$ cat src/rtl/ebrick_umi_pkg.sv
// Shared UMI packet helpers for ebrick blocks.
// Packets pack MSB-first as {cmd, dstaddr, srcaddr, data}.
package ebrick_umi_pkg;

  localparam int UMI_MAXW = 256;

  typedef logic [UMI_MAXW-1:0] umi_word_t;

  function automatic int umi_pw(input int cw, input int aw, input int dw);
    return cw + 2 * aw + dw;
  endfunction

  function automatic umi_word_t umi_mask(input int w);
    return (umi_word_t'(1) << w) - umi_word_t'(1);
  endfunction

  function automatic umi_word_t umi_pack(
    input int        cw,
    input int        aw,
    input int        dw,
    input umi_word_t cmd,
    input umi_word_t dst,
    input umi_word_t src,
    input umi_word_t data
  );
    return ((cmd & umi_mask(cw)) << (2 * aw + dw))
         | ((dst & umi_mask(aw)) << (aw + dw))
         | ((src & umi_mask(aw)) << dw)
         | (data & umi_mask(dw));
  endfunction

  function automatic umi_word_t umi_field(
    input umi_word_t pkt,
    input int        lsb,
    input int        w
  );
    return (pkt >> lsb) & umi_mask(w);
  endfunction

endpackage

$ cat src/rtl/ebrick_fifo_mem.sv
// Register-array storage for ebrick FIFOs.
// One write port, one asynchronous read port; contents never reset.
module ebrick_fifo_mem #(
  parameter     TARGET = "DEFAULT",
  parameter int DEPTH  = 4,
  parameter int PW     = 192
) (
  input  logic                     clk,
  input  logic                     we,
  input  logic [$clog2(DEPTH)-1:0] waddr,
  input  logic [PW-1:0]            wdata,
  input  logic [$clog2(DEPTH)-1:0] raddr,
  output logic [PW-1:0]            rdata
);

  if (TARGET == "DEFAULT") begin : g_generic
    logic [PW-1:0] mem [DEPTH];

    always_ff @(posedge clk) begin
      if (we) mem[waddr] <= wdata;
    end

    assign rdata = mem[raddr];
  end else begin : g_target
    // Hook for target-specific macros; same behaviour until one exists.
    logic [PW-1:0] mem [DEPTH];

    always_ff @(posedge clk) begin
      if (we) mem[waddr] <= wdata;
    end

    assign rdata = mem[raddr];
  end

endmodule

$ cat src/rtl/ebrick_umi_port_fifo.sv
// Elastic first-word-fall-through UMI buffer for one crossbar uhost port.
// Ready depends only on registered occupancy, cutting the downstream ready path.
module ebrick_umi_port_fifo
  import ebrick_umi_pkg::*;
#(
  parameter     TARGET = "DEFAULT",
  parameter int CW     = 32,
  parameter int AW     = 64,
  parameter int DW     = 32,
  parameter int DEPTH  = 4
) (
  input  logic                   clk,
  input  logic                   nreset,
  input  logic                   umi_in_valid,
  input  logic [CW-1:0]          umi_in_cmd,
  input  logic [AW-1:0]          umi_in_dstaddr,
  input  logic [AW-1:0]          umi_in_srcaddr,
  input  logic [DW-1:0]          umi_in_data,
  output logic                   umi_in_ready,
  output logic                   umi_out_valid,
  output logic [CW-1:0]          umi_out_cmd,
  output logic [AW-1:0]          umi_out_dstaddr,
  output logic [AW-1:0]          umi_out_srcaddr,
  output logic [DW-1:0]          umi_out_data,
  input  logic                   umi_out_ready,
  output logic [$clog2(DEPTH):0] fifo_count
);

  localparam int PW   = umi_pw(CW, AW, DW);
  localparam int PTRW = $clog2(DEPTH);
  localparam int CNTW = PTRW + 1;

  logic [PTRW-1:0] wr_ptr;
  logic [PTRW-1:0] rd_ptr;
  logic [CNTW-1:0] count;
  logic            full;
  logic            empty;
  logic            push;
  logic            pop;
  logic [PW-1:0]   wr_data;
  logic [PW-1:0]   rd_data;
  umi_word_t       rd_word;

  assign full  = (count == CNTW'(DEPTH));
  assign empty = (count == '0);

  assign umi_in_ready  = ~full & nreset;
  assign umi_out_valid = ~empty;
  assign fifo_count    = count;

  assign push = umi_in_valid & umi_in_ready;
  assign pop  = umi_out_valid & umi_out_ready;

  always_ff @(posedge clk) begin
    if (!nreset) begin
      wr_ptr <= '0;
      rd_ptr <= '0;
      count  <= '0;
    end else begin
      if (push) wr_ptr <= wr_ptr + 1'b1;
      if (pop)  rd_ptr <= rd_ptr + 1'b1;
      unique case ({push, pop})
        2'b10:   count <= count + 1'b1;
        2'b01:   count <= count - 1'b1;
        default: count <= count;
      endcase
    end
  end

  assign wr_data = PW'(umi_pack(CW, AW, DW,
                                umi_word_t'(umi_in_cmd),
                                umi_word_t'(umi_in_dstaddr),
                                umi_word_t'(umi_in_srcaddr),
                                umi_word_t'(umi_in_data)));

  ebrick_fifo_mem #(
    .TARGET (TARGET),
    .DEPTH  (DEPTH),
    .PW     (PW)
  ) u_mem (
    .clk   (clk),
    .we    (push),
    .waddr (wr_ptr),
    .wdata (wr_data),
    .raddr (rd_ptr),
    .rdata (rd_data)
  );

  assign rd_word         = umi_word_t'(rd_data);
  assign umi_out_cmd     = CW'(umi_field(rd_word, 2 * AW + DW, CW));
  assign umi_out_dstaddr = AW'(umi_field(rd_word, AW + DW, AW));
  assign umi_out_srcaddr = AW'(umi_field(rd_word, DW, AW));
  assign umi_out_data    = DW'(umi_field(rd_word, 0, DW));

  a_no_push_full: assert property (
    @(posedge clk) disable iff (!nreset) !(push && full));
  a_no_pop_empty: assert property (
    @(posedge clk) disable iff (!nreset) !(pop && empty));
  a_count_max: assert property (
    @(posedge clk) disable iff (!nreset) count <= CNTW'(DEPTH));

endmodule
$ cat config.mk
export PLATFORM = sky130hd
export DESIGN_NAME = ebrick_umi_port_fifo
export DESIGN_NICKNAME = d
export VERILOG_FILES = /design/src/rtl/ebrick_umi_pkg.sv /design/src/rtl/ebrick_fifo_mem.sv /design/src/rtl/ebrick_umi_port_fifo.sv
export SDC_FILE = /design/constraint.sdc
export NUM_CORES = 1
export LEC_CHECK = 0
export ABC_AREA = 1
export CAP_MARGIN = 20
export CORE_MARGIN = 2
export CORE_UTILIZATION = 59
export CTS_CLUSTER_SIZE = 24
export DETAILED_ROUTE_END_ITERATION = 10
export GPL_ROUTABILITY_DRIVEN = 0
export PLACE_DENSITY_LB_ADDON = 0.25
export SLEW_MARGIN = 5
export SYNTH_ARGS = -nofsm -noshare
export SYNTH_HDL_FRONTEND = slang
export SYNTH_SLANG_ARGS = --single-unit
$ cat constraint.sdc
create_clock -name clk -period 24.6 [get_ports clk]
set_input_delay 4.92 -clock clk [delete_from_list [all_inputs] [get_ports clk]]
set_output_delay 4.92 -clock clk [all_outputs]
set_load 0.02 [all_outputs]
# Word level (Yosys, flattened, before mapping)
# Memories as Yosys holds them, arrays and structs flattened. A register that Yosys moved wholly into a read port is not among the register bits.
# Index checks and enable logic that the tools add are counted.
[totals]
memories = 1
reg_bits = 7
inputBits = 196
out_inout_bits = 197
elab_cells = 26
mem_bits_rw = 768
[mem_list]
columns = ["name", "depth", "word_bits", "rd", "rd_clocked_by_memory_dff", "write_ports", "line", "source"]
rows = [
  ["u_mem.g_generic.mem", 4, 192, 1, 1, 1, "ebrick_fifo_mem.sv:17", "logic [PW-1:0] mem [DEPTH];"],
]
[classes]
n_eq_ne = 3
bitwise = 8
reduce_logical = 2
addsub = 4
n_mux = 5
[op_table]
columns = ["cell", "count"]
rows = [
  ["OR 192 x 160 -> 192 bit", 1],
  ["OR 192 x 32 -> 192 bit", 1],
  ["OR 192 x 96 -> 192 bit", 1],
  ["one-hot mux 3 bit (2 select lines)", 1],
  ["adder 2 x 1 -> 2 bit, second input constant", 2],
  ["2-to-1 mux 2 bit", 2],
  ["adder 3 x 1 -> 3 bit, second input constant", 1],
  ["bitwise AND 1 bit", 3],
  ["== test 3 bit, second input constant", 1],
  ["logical NOT 3 bit", 1],
  ["subtractor 3 x 1 -> 3 bit, second input constant", 1],
  ["== test 2 x 1 -> 1 bit, second input constant", 1],
  ["== test 2 bit, second input constant", 1],
  ["2-to-1 mux 1 bit", 2],
  ["inverter 1 bit", 2],
  ["nonzero test 2 bit", 1],
]

# Logic depth before layout (Yosys ltp)
# Gate-level depths: netlist (run 1).
[logic_depth]
word_depth = 6
mapped_depth = 13

# Cells and area by module
# A second synthesis (run 1) with hierarchy kept.
[unflattened]
hier_cells = 3074
hier_area_um2 = 32740.2
[modules_own_cells]
columns = ["mod", "cells_per_inst", "instances", "seq_area_each_um2", "area_per_inst_um2"]
rows = [
  ["ebrick_fifo_mem", 3016, 1, 23062.1, 32307.2],
  ["ebrick_umi_port_fifo", 58, 1, 140.1, 432.9],
]

# Least setup slack after synthesis (run 1)
# No wires, ideal clock.
[synth_path]
path_kind = "input port to flip-flop"
start = "input nreset"
end = "memory u_mem.g_generic.mem[0][0], enable pin"
stages = 3
setup_slack_ns = 10.581
t_arrival_ns = 13.271
path_cell_list = "buf_2 nand3_1 nor2_1"
[synth_between]
elab_chain_len = 4
[synth_lines]
columns = ["item", "line", "source"]
rows = [
  ["start, declared", "ebrick_umi_port_fifo.sv:13", "input logic nreset,"],
  ["bitwise AND 1 bit", "ebrick_umi_port_fifo.sv:47", "assign umi_in_ready = ~full & nreset;"],
  ["bitwise AND 1 bit", "ebrick_umi_port_fifo.sv:51", "assign push = umi_in_valid & umi_in_ready;"],
  ["2-to-1 mux 1 bit", "ebrick_fifo_mem.sv:20", "if (we) mem[waddr] <= wdata;"],
  ["2-to-1 mux 1 bit (not written as such)", "ebrick_fifo_mem.sv:20", ""],
  ["end, declared", "ebrick_fifo_mem.sv:17", ""],
]
# No other way between the ends.

# Final worst setup path (run 1)
[layout_path]
start = "input nreset"
end = "output umi_in_ready"
[layout_between]
elab_chain_len = 1
[layout_lines]
columns = ["item", "line", "source"]
rows = [
  ["bitwise AND 1 bit", "ebrick_umi_port_fifo.sv:47", ""],
  ["end, declared", "ebrick_umi_port_fifo.sv:19", "output logic umi_in_ready,"],
]
# No other way between the ends.

==> results of run 1 <==
==> cell type report <==
class	instances	area share
sequential	777	0.655
multi-input combinational	1004	0.136
timing repair buffer	418	0.116
clock buffer	98	0.0589
tap	664	0.0234
clock inverter	37	0.00663
inverter	19	0.00243
antenna	9	0.000635
==> power groups by stage <==
stage / clock [W] / sequential, W / combinational, W
floorplan: 0 / 0.00158 / 0.000560
global placement: 0 / 0.00157 / 0.000936
detailed placement: 0 / 0.00157 / 0.000958
CTS: 0.00110 / 0.00154 / 0.000965
global route: 0.00115 / 0.00155 / 0.00103
finish: 0.00108 / 0.00154 / 0.000963
==> logic make-up after synthesis <==
family,Yosys count,share of synthesized area
flops,777,0.802
fa+ha+maj,6,0.00285
compound gates,583,0.109
simple gates,415,0.0541
buf+inv,147,0.0316
==> state kept, by name (all words and copies together) (netlist names), named ones only <==
register             cells
fifo_count               3
rd_ptr                   2
u_mem.g_generic.mem    768
wr_ptr                   2
==> tightest hold or removal path, stage by stage, from the launching register on <==
cell and delay (ns):
dfxtp_1 0.32, nand2_1 0.07, a21oi_1 0.06
==> routing by layer <==
layer	up-vias	routed length (µm)	track usage
met5	-	103	0
li1	8069	-	-
met2	664	30900	0.398
met3	151	6140	0.0822
met4	16	2360	0.110
met1	8739	25200	0.315
==> stage by stage <==
step,utilization,hold slack [ns],cells,setup slack [ns],power (W)
3_5_place_dp,0.679,0.481,2882,13.25,0.00253
3_3_place_gp,0.679,0.485,2882,13.25,0.00250
5_1_grt,0.727,0.545,3022,13.11,0.00372
2_1_floorplan,-,0.461,1928,10.58,0.00214
4_1_cts,0.727,0.494,3017,13.24,0.00361
6_report,0.728,0.490,3026,13.22,0.00359
==> placed cells by master (no fill, tap or decap), types with 5 or more instances in the layout <==
cell / Yosys / routed
clkdlybuf4s50_1: 0 / 392
edfxtp_1: 768 / 768
buf_4: 8 / 26
o21ai_1: 116 / 116
diode_2: 0 / 9
clkinv_1: 0 / 22
ha_1: 5 / 5
nand3_1: 5 / 5
inv_1: 18 / 17
o22ai_1: 192 / 192
nor2_1: 395 / 391
nand2_1: 14 / 14
clkbuf_1: 51 / 17
clkinv_2: 0 / 11
clkbuf_16: 0 / 81
dfxtp_1: 9 / 7
o21ai_0: 271 / 271
==> path summary, 6_finish.rpt <==
check / end / slack [ns]
max: umi_in_ready / 13.22
min: flop / 0.49
min reg2reg: flop / 0.49
max reg2reg: u_mem.g_generic.mem[0][65]$_DFFE_PP_ / 21.56
==> metrics.md, run 1 <==
| Metric | Value |
|---|---|
| Number of CTS-inserted buffers | `76` |
| Hold Path Depth | `2` |
| Delay-heaviest family, CP | `buffers and inverters` |
| H-tree levels | `3` |
| Internal power | `0.00252 W` |
| CP Data Arrival Time | `6.46 ns` |
| Min-delay src | `rd_ptr[1]$_SDFFE_PN0P_` |
| Final setup viols | `0` |
| CP max-delay cell | `clkdlybuf4s50_1` |
| Mapped Nets | `2130` |
| Largest net degree at the start of global routing | `192` |
| Max FO, Critical Path | `9` |
| Share of power burned in registers | `0.430` |
| Layout Skew | `0.0103 ns` |
| Post-CTS Resized | `0` |
| Post-CTS Setup Repair Bufs | `0` |
| Die area | `50900 µm²` |
| Switching share of total power | `0.299` |
| Post-synth EDFFs | `768` |
| Startpoint types | `primary input` |
| Sink Count | `777` |
| Clk slew on worst S/H paths | `0.06 ns` |
| Final net count | `2498` |
| Footprint of the multi-input gates | `4840 µm²` |
| Worst path most repeated cell | `clkdlybuf4s50_1` |
| Crit end category | `primary output` |
| Clock power frac | `0.302` |
| Drt initial violations | `1323` |
| Initial antenna violation count | `14` |
| Synth async-reset ratio | `0` |
| # IOs | `393` |
| Crit path cell chain | `clkdlybuf4s50_1 -> inv_1 -> a21oi_1 -> clkdlybuf4s50_1` |
| Remaining DRCs | `0` |
| Vias in the first global route | `17660` |
| Cell variety after synth | `20` |
| Register area share after synthesis | `0.802` |
| Worst vdd ir | `103 µV` |
| Vert. Die Dim | `226 µm` |
| Final HPWL DP | `35500 µm` |
| Core Box Area | `48700 µm²` |
| RSZ-0062 raised after global routing | `false` |
| Port bufs | `392` |
| Fin. max-slew vios | `0` |
| First-pass GRT wire length | `96200 µm` |
| R2R cell count | `6` |
| Critical path depth in cells | `4` |
| Die Width | `226 µm` |
| Initial DRT Pass Iterations | `5` |
| Fin. Hold Viols | `0` |
| Commonest cells post-synth | `edfxtp_1, nor2_1, o21ai_0` |
| Count leader, synth | `edfxtp_1` |
| Area post-placement | `33100 µm²` |
| Dominant cells by area after synthesis | `edfxtp_1, nor2_1, o21ai_0` |
| Period utilization | `0.463` |
| Outcome | `finished, final reports clean` |
| Slew margin rel. | `0.278` |
| Power share of the combinational group | `0.268` |
| Post-synthesis cell area | `29000 µm²` |
| Syn_area_per_cell | `15.0 µm²` |
| Ys flop type | `edfxtp_1` |
| Wirelength, routed | `64800 µm` |
| CP startpoint | `nreset` |
| Tmin final | `11.38 ns` |
| Area leader, netlist | `edfxtp_1` |
| Max-Cap Viols | `0` |
| Required time of the worst setup path | `19.68 ns` |
| CTS Buffer Depth | `3` |
| Via count | `17639` |
| Max incr delay on CP | `0.64 ns` |
| Hold_buf cts | `0` |
| Fmax | `87.9 MHz` |
| Area grow syn2layout | `22.5%` |
| Lkg Pwr | `11.6 nW` |
| CP bufs+invs | `3` |
| TritonCTS clock tree | `yes` |
| Synth Warn # | `0` |
| Clk root buf | `clkbuf_16` |
| Initial Util | `0.594` |
| WL/cell | `21.4 µm` |
| FF+latch count, synth | `777` |
| GRT overflow | `0` |
| Tot GR Track Use | `0.250` |
| CP Class | `in2out` |
| Worst slew pin tran | `1.08 ns` |
| Hold Path Class | `reg2reg` |
| Layout cells sized above 1 | `0.0552` |
| Average vias per placed instance | `5.83` |
| Setup TNS | `0 ns` |
| FILL cells | `2974` |
| FF+latch area | `23200 µm²` |
| FF-to-FF Start | `fifo_count[1]$_SDFFE_PN0P_` |
| Share of the synthesized area in the top cell type | `0.796` |
| Cell count after synthesis | `1928` |
| Worst-Skew Late Latency | `0.60 ns` |
| Antenna-violating nets left | `0` |
| P per Cell Area | `101 nW/µm²` |
| Core Rows | `81` |
| Design area | `35500 µm²` |
| Switching pwr | `0.00107 W` |
Power figures use the tool's default switching activity.
==> run 2, diff against run 1 <==
--- a/config.mk
+++ b/config.mk
@@ -8,7 +8,7 @@
 export ABC_AREA = 1
 export CAP_MARGIN = 20
 export CORE_MARGIN = 2
-export CORE_UTILIZATION = 59
+export CORE_UTILIZATION = 55
 export CTS_CLUSTER_SIZE = 24
 export DETAILED_ROUTE_END_ITERATION = 10
 export GPL_ROUTABILITY_DRIVEN = 0
==> constraint.sdc (replaced) <==
create_clock -name clk -period 11.65 [get_ports clk]
set_input_delay 2.33 -clock clk [delete_from_list [all_inputs] [get_ports clk]]
set_output_delay 2.33 -clock clk [all_outputs]
set_load 0.02 [all_outputs]
==> metrics.md, run 2 (synthesis results as in run 1) <==
| Metric | Value |
|---|---|
| GRT overflow | `0` |
| Remaining DRCs | `0` |
| Final net count | `2492` |
| Startpoint types | `flop` |
| Worst slew pin tran | `1.12 ns` |
| Via count | `17372` |
| Initial DRT Pass Iterations | `4` |
| Average vias per placed instance | `5.71` |
| R2R cell count | `6` |
| Final HPWL DP | `34900 µm` |
| Worst-Skew Late Latency | `0.61 ns` |
| CTS Buffer Depth | `3` |
| Largest net degree at the start of global routing | `217` |
| Delay-heaviest family, CP | `buffers and inverters` |
| Worst vdd ir | `160 µV` |
| Port bufs | `392` |
| Wirelength, routed | `64700 µm` |
| Worst hold slack | `0.496 ns` |
| Core Rows | `84` |
| Largest register by flop count | `u_mem.g_generic.mem` |
| CP Class | `reg2out` |
| TritonCTS clock tree | `yes` |
| Fin. max-slew vios | `0` |
| Clk root buf | `clkbuf_16` |
| Max-Cap Viols | `0` |
| Initial Util | `0.553` |
| Vert. Die Dim | `233 µm` |
| Sink Count | `777` |
| Layout Skew | `0.0108 ns` |
| Crit path cell chain | `clkinv_8 -> buf_4 -> o21ai_0 -> o22ai_1 -> clkdlybuf4s50_1` |
| Post-CTS Setup Repair Bufs | `0` |
| Hold Path Class | `reg2reg` |
| CP Data Arrival Time | `4.61 ns` |
| Tmin final | `6.94 ns` |
| Max reg flops | `768` |
| Setup TNS | `0 ns` |
| Hold_buf cts | `0` |
| Final setup viols | `0` |
| P per Cell Area | `215 nW/µm²` |
| WL/cell | `21.3 µm` |
| First-pass GRT wire length | `95100 µm` |
| Fin. Hold Viols | `0` |
| Initial antenna violation count | `8` |
| Tot GR Track Use | `0.230` |
| CP bufs+invs | `3` |
| Area grow syn2layout | `22.7%` |
| Antenna-violating nets left | `0` |
| Post-CTS Resized | `0` |
| Die Width | `233 µm` |
| Outcome | `finished, final reports clean` |
| Number of CTS-inserted buffers | `77` |
| Max incr delay on CP | `1.04 ns` |
| Layout cells sized above 1 | `0.0558` |
| # IOs | `393` |
| Commonest cells after routing, fill and taps aside | `edfxtp_1, clkdlybuf4s50_1, nor2_1, o21ai_0, o22ai_1` |
| Pre-CTS setup slack | `5.43 ns` |
| Required time of the worst setup path | `9.32 ns` |
| Final Core Density | `0.679` |
| Max FO, Critical Path | `216` |
| Die area | `54500 µm²` |
| Fmax | `144 MHz` |
| Period utilization | `0.596` |
| H-tree levels | `3` |
| Hold Path Depth | `2` |
| Crit end category | `primary output` |
| Lkg Pwr | `11.6 nW` |
| RSZ-0062 raised after global routing | `false` |
| Drt initial violations | `1286` |
| Commonest non-fill, non-tap cell in the layout | `edfxtp_1` |
| Core Box Area | `52300 µm²` |
| Critical path depth in cells | `5` |
| Vias in the first global route | `16884` |
| PnR worst setup slack | `4.71 ns` |
| CP max-delay cell | `dfxtp_4` |
| Slew margin rel. | `0.250` |
| Clk slew on worst S/H paths | `0.06 ns` |
run 2: area by class of cell:
type,count,area [µm²]
diodes,5,12.5
clock buffers,100,2020
fillers,3496,16800
repair buffers,411,4100
multi-input cells,1004,4840
well taps,688,861
inverters,19,91.3
clock inverters,37,364
flip-flops and latches,777,23200
run 2: worst register-to-register path, stage by stage (launching register included):
cell     delay [ns]
dfxtp_1        0.37
nor2_1         0.09
nand2_1        0.08
nand3_1        0.36
nor2_4         0.90
buf_12         0.69
buf_4          0.75
run 2: stage by stage:
stage	std cells	cell area, µm²	total power (W)
after floorplan	1928	29000	0.00451
after global placement	2899	33100	0.00531
after detailed placement	2899	33100	0.00534
after CTS	3036	35500	0.00769
after global routing	3037	35500	0.00793
final	3041	35500	0.00763
run 2: routing by layer:
layer | wire (µm) | global-route usage | up-vias | part of all wire
met5 | 61 | 0 | - | 0.00094
met4 | 1550 | 0.0730 | 8 | 0.024
met3 | 6070 | 0.0741 | 100 | 0.094
met2 | 31300 | 0.374 | 570 | 0.48
met1 | 25700 | 0.296 | 8652 | 0.40
li1 | - | - | 8042 | -
run 2: power by group:
group,switching (W),leakage [nW],internal [W]
registers,0.0000690,7.05,0.00321
logic,0.00123,3.40,0.000780
clock network,0.000986,1.16,0.00136
total,0.00229,11.6,0.00535
run 2: worst paths after layout:
path	start	endpoint	slack, ns
worst max-delay path	flop	umi_out_cmd[24]	4.71
worst min-delay path	rd_ptr[1]$_SDFFE_PN0P_	flop	0.50
worst max register to register	fifo_count[1]$_SDFFE_PN0P_	u_mem.g_generic.mem[1][106]$_DFFE_PP_	8.02
worst min register to register	rd_ptr[1]$_SDFFE_PN0P_	flop	0.50
==> run 3, diff against run 2 <==
--- a/config.mk
+++ b/config.mk
@@ -8,7 +8,7 @@
 export ABC_AREA = 1
 export CAP_MARGIN = 20
 export CORE_MARGIN = 2
-export CORE_UTILIZATION = 55
+export CORE_UTILIZATION = 49
 export CTS_CLUSTER_SIZE = 24
 export DETAILED_ROUTE_END_ITERATION = 10
 export GPL_ROUTABILITY_DRIVEN = 0
==> constraint.sdc (replaced) <==
create_clock -name clk -period 6.2 [get_ports clk]
set_input_delay 1.24 -clock clk [delete_from_list [all_inputs] [get_ports clk]]
set_output_delay 1.24 -clock clk [all_outputs]
set_load 0.02 [all_outputs]
==> metrics.md, run 3 (synthesis results as in run 1) <==
| Metric | Value |
|---|---|
| Largest net degree at the start of global routing | `223` |
| Worst-Skew Late Latency | `0.59 ns` |
| Hold Path Class | `reg2reg` |
| Max FO, Critical Path | `152` |
| Via count | `17511` |
| Core Rows | `89` |
| Fin. max-slew vios | `0` |
| Final net count | `2498` |
| Vert. Die Dim | `247 µm` |
| Initial DRT Pass Iterations | `5` |
| Pre-CTS setup slack | `2.00 ns` |
| Die Width | `247 µm` |
| Average vias per placed instance | `5.60` |
| Final setup viols | `0` |
| CTS Buffer Depth | `3` |
| Largest register by flop count | `u_mem.g_generic.mem` |
| Clk root buf | `clkbuf_16` |
| Placed cells | `2990` |
| Layout Skew | `0.0189 ns` |
| Lkg Pwr | `11.6 nW` |
| Initial Util | `0.494` |
| Sink Count | `777` |
| RSZ-0062 raised after global routing | `false` |
| Post-CTS Resized | `0` |
| H-tree levels | `3` |
| Post-CTS Setup Repair Bufs | `0` |
| Hold_buf cts | `0` |
| Period utilization | `0.774` |
| Commonest non-fill, non-tap cell in the layout | `edfxtp_1` |
| Final Non-Filler Cells | `3127` |
| Fmax | `208 MHz` |
| Max reg flops | `768` |
| Drt initial violations | `1142` |
| # IOs | `393` |
| Outcome | `finished, final reports clean` |
| CP Data Arrival Time | `3.56 ns` |
| P per Cell Area | `399 nW/µm²` |
| Antenna-violating nets left | `0` |
| FF+latch area | `23200 µm²` |
| Footprint of the multi-input gates | `4840 µm²` |
| Commonest cells after routing, fill and taps aside | `edfxtp_1, clkdlybuf4s50_1, nor2_1, o21ai_0, o22ai_1` |
| Core Box Area | `58700 µm²` |
| Tot GR Track Use | `0.214` |
| Slew margin rel. | `0.204` |
| Total power after layout | `0.0142 W` |
| Startpoint types | `flop` |
| TritonCTS clock tree | `yes` |
| Layout cells sized above 1 | `0.0566` |
| CP Class | `reg2out` |
| FILL cells | `4246` |
| Crit end category | `primary output` |
| Max-Cap Viols | `0` |
| Initial antenna violation count | `10` |
| GRT overflow | `0` |
| Tmin final | `4.80 ns` |
| Remaining DRCs | `0` |
| Wirelength, routed | `66500 µm` |
| Worst vdd ir | `336 µV` |
| Port bufs | `392` |
| Final HPWL DP | `36500 µm` |
| WL/cell | `21.3 µm` |
| Vias in the first global route | `17620` |
| Required time of the worst setup path | `4.96 ns` |
| PnR worst setup slack | `1.40 ns` |
| Clk slew on worst S/H paths | `0.05 ns` |
| Area grow syn2layout | `23.4%` |
| Die area | `61100 µm²` |
| Fin. Hold Viols | `0` |
| Worst slew pin tran | `1.19 ns` |
| Number of CTS-inserted buffers | `77` |
| First-pass GRT wire length | `99400 µm` |
-- run 3: cell count changes in the layout (fill, tap and decap cells not counted), sizes merged --
cell      delta
diode        -1
bufinv       -3
clkinvlp     +1
buf          +6
clkbuf       +3
inv          -2
clkinv       -3
-- run 3: worst max-delay path, cell delays in order, from the launching register on --
cell and delay [ns]:
dfxtp_4 0.49, inv_8 0.70, buf_4 0.58, o21ai_1 0.14
o22ai_1 0.25, clkdlybuf4s50_1 0.66
-- run 3: through the flow --
stage / cell area (µm²) / hold WS, ns / setup TNS (ns) / utilization
global route: 35700 / 0.562 / 0 / 0.609
global placement: 33400 / 0.499 / 0 / 0.570
detailed placement: 33400 / 0.509 / 0 / 0.570
finish: 35700 / 0.519 / 0 / 0.609
CTS: 35700 / 0.516 / 0 / 0.609
floorplan: 29000 / 0.461 / -723.02 / -
-- run 3: cell type report --
type                       count  area share
clock buffer                 103      0.0575
sequential                   777       0.651
tap                          773      0.0271
antenna                        4    0.000280
inverter                      19     0.00256
multi-input combinational   1004       0.135
clock inverter                30     0.00662
timing repair buffer         417       0.120
-- run 3: worst paths after layout --
kind / start / to / slack, ns / depth (start not counted)
max: flop / umi_out_srcaddr[17] / 1.40 / 5
min: wr_ptr[1]$_SDFFE_PN0P_ / wr_ptr[1]$_SDFFE_PN0P_ / 0.52 / 2
max reg2reg: fifo_count[1]$_SDFFE_PN0P_ / u_mem.g_generic.mem[3][114]$_DFFE_PP_ / 3.53 / 5
min reg2reg: wr_ptr[1]$_SDFFE_PN0P_ / wr_ptr[1]$_SDFFE_PN0P_ / 0.52 / 2
-- run 3: per-layer routing --
| layer | GRT usage | wire length [µm] | share of wire | vias to the layer above |
|---|---|---|---|---|
| met2 | 0.347 | 31900 | 0.48 | 571 |
| li1 | - | - | - | 8045 |
| met1 | 0.279 | 27200 | 0.41 | 8762 |
| met5 | 0 | 111 | 0.0017 | - |
| met3 | 0.0648 | 5820 | 0.087 | 117 |
| met4 | 0.0627 | 1480 | 0.022 | 16 |
-- run 3: report_power, final --
group | internal, W | switching (W)
clock network | 0.00245 | 0.00183
registers | 0.00602 | 0.000113
logic | 0.00149 | 0.00234
total | 0.00997 | 0.00428
==> RTL edit (config.mk and constraints of run 2) <==
Reset style: asynchronous (`nreset`), changed in one clocked block.
--- a/src/rtl/ebrick_umi_port_fifo.sv
+++ b/src/rtl/ebrick_umi_port_fifo.sv
@@ -53,3 +53,3 @@
 
-  always_ff @(posedge clk) begin
+  always_ff @(posedge clk or negedge nreset) begin
     if (!nreset) begin
Formal check against the unedited RTL: not equivalent (Yosys sat finds a counterexample within 4 cycles, from zero or initial values and one cycle with nreset low; the reset may be asserted at any time).
==> RTL edit against run 2 <==
- global-route usage down 0.21 points
- synthesized area up 1.1%
- design area is 0.95% higher
- sequential share of layout area decreased by 0.64 points
- power up 21%
- clock skew rose by 0.0036 ns
- non-clock buffer count is 2 higher
- cell count grew 6.0%
- routed wire length decreased by 0.88%
- worst setup slack worse by 0.29 ns
- sequential cell count decreased by 2
- largest power group unchanged
==> RTL edit: results (changes against run 2) <==
- Layout cells sized above 1: 4.818% (-0.76 points)
- Commonest cells post-synth: edfxtp_1, nor2_1, o21ai_1
- CTS Buf Count: 76 (-1.3%)
- Antenna violations before repair: 13 (+5)
- Avg WL per Cell: 19.90 um (-6.5%)
- CP arrival: 4.91 ns (+0.30 ns)
- Outcome: finished clean
- RR Startpoint: fifo_count[0]$_DFFE_PN0P_
- Finished Core Util: 68.28% (+0.37 points)
- Fillcell total: 3516 (+0.57%)
- Pint: 5.967 mW (+12%)
- Sequential cell area fraction in the yosys report: 79.38% (-0.86 points)
- Inverters: 15 (-4)
- Dpl cells: 3083 (+6.3%)
- Pleak: 11.82 nW (+1.8%)
- Max rail drop VDD: 0.1886 mV (+18%)
- Final Instance Count excl. Fillers: 3223 (+6.0%)
- Post-DP HPWL: 36410 um (+4.3%)
- First-pass DRT Iterations: 6 (+2)
- CP max stage delay: 0.87 ns (-0.17 ns)
- Core Region: 0.05255 mm2 (+0.40%)
- FFs w/ async S/R, synth: 0.9032% (+0.90 points)
- Multi-input gates: 1192 (+19%)
- Largest net degree at the start of global routing: 190 (-12%)
- Vias in the first global route: 17452 (+3.4%)
- Seq/total area: 64.77% (-0.64 points)
- DRT iter0 DRCs: 1272 (-1.1%)
- Clock network contribution to total cell area: 6.392% (-0.32 points)
- Nets: 2675 (+7.3%)
- Count of non-CTS buffers in the layout: 413 (+0.49%)
- Syn Inst Count: 2109 (+9.4%)
- Dpl cell area: 0.03358 mm2 (+1.3%)
- Worst Hold Launch: fifo_count[0]$_DFFE_PN0P_
- Total track usage: 22.80% (-0.21 points)
- Final Skew: 0.01444 ns (+0.003643 ns)
- Pre-CTS WS: 4.984 ns (-0.4500 ns)
- Clock sinks: 775 (-0.26%)
==> RTL edit: cell types whose count changed in the layout (fill, tap and decap cells not counted), moves of 5 or more <==
| cell | before | now |
|---|---|---|
| o21ai_0 | 271 | 280 |
| clkinv_1 | 11 | 24 |
| dfrtp_1 | 0 | 6 |
| o21ai_1 | 116 | 297 |
| nor2_1 | 391 | 577 |
| dfxtp_1 | 7 | 0 |
| o22ai_1 | 192 | 0 |
| nand2_1 | 14 | 19 |
==> RTL edit: cells by family after synthesis <==
logic type	synth area share [%]
flip-flops	79.38
AND/OR/NAND/NOR	7.826
AO/OA/AOI/OAI	9.891
buffers and inverters	2.586
adder cells (fa/ha/maj)	0.2821
XOR/XNOR	0.02993
==> RTL edit: path summary, 6_finish.rpt <==
check	endpoint	slack, ns	depth (start not counted)
worst max-delay path	umi_out_data[9]	4.41	6
min in group asynchronous	fifo_count[2]$_DFFE_PN0P_	2.05	1
worst max register to register	u_mem.g_generic.mem[1][63]$_DFFE_PP_	7.86	6
worst min register to register	fifo_count[0]$_DFFE_PN0P_	0.53	1
max in group asynchronous	rd_ptr[0]$_DFFE_PN0P_	9.25	1
worst min-delay path	fifo_count[0]$_DFFE_PN0P_	0.53	1
==> RTL edit: power by group through the flow <==
stage          combinational (mW)  sequential (mW)  clock (mW)
2_1_floorplan                2.06             3.58           0
4_1_cts                      3.51             3.48        2.31
6_report                     3.48             3.48        2.26
5_1_grt                      3.76             3.50        2.42
3_5_place_dp                 3.49             3.53           0
3_3_place_gp                 3.42             3.52           0
==> RTL edit: per-layer routing <==
metal / share of wire, % / vias up / track usage [%]
met4: 2.4 / 22 / 7.135
met2: 49 / 569 / 36.74
li1: - / 8412 / -
met5: 0.23 / - / 0
met3: 9.0 / 110 / 7.343
met1: 40 / 8755 / 29.75
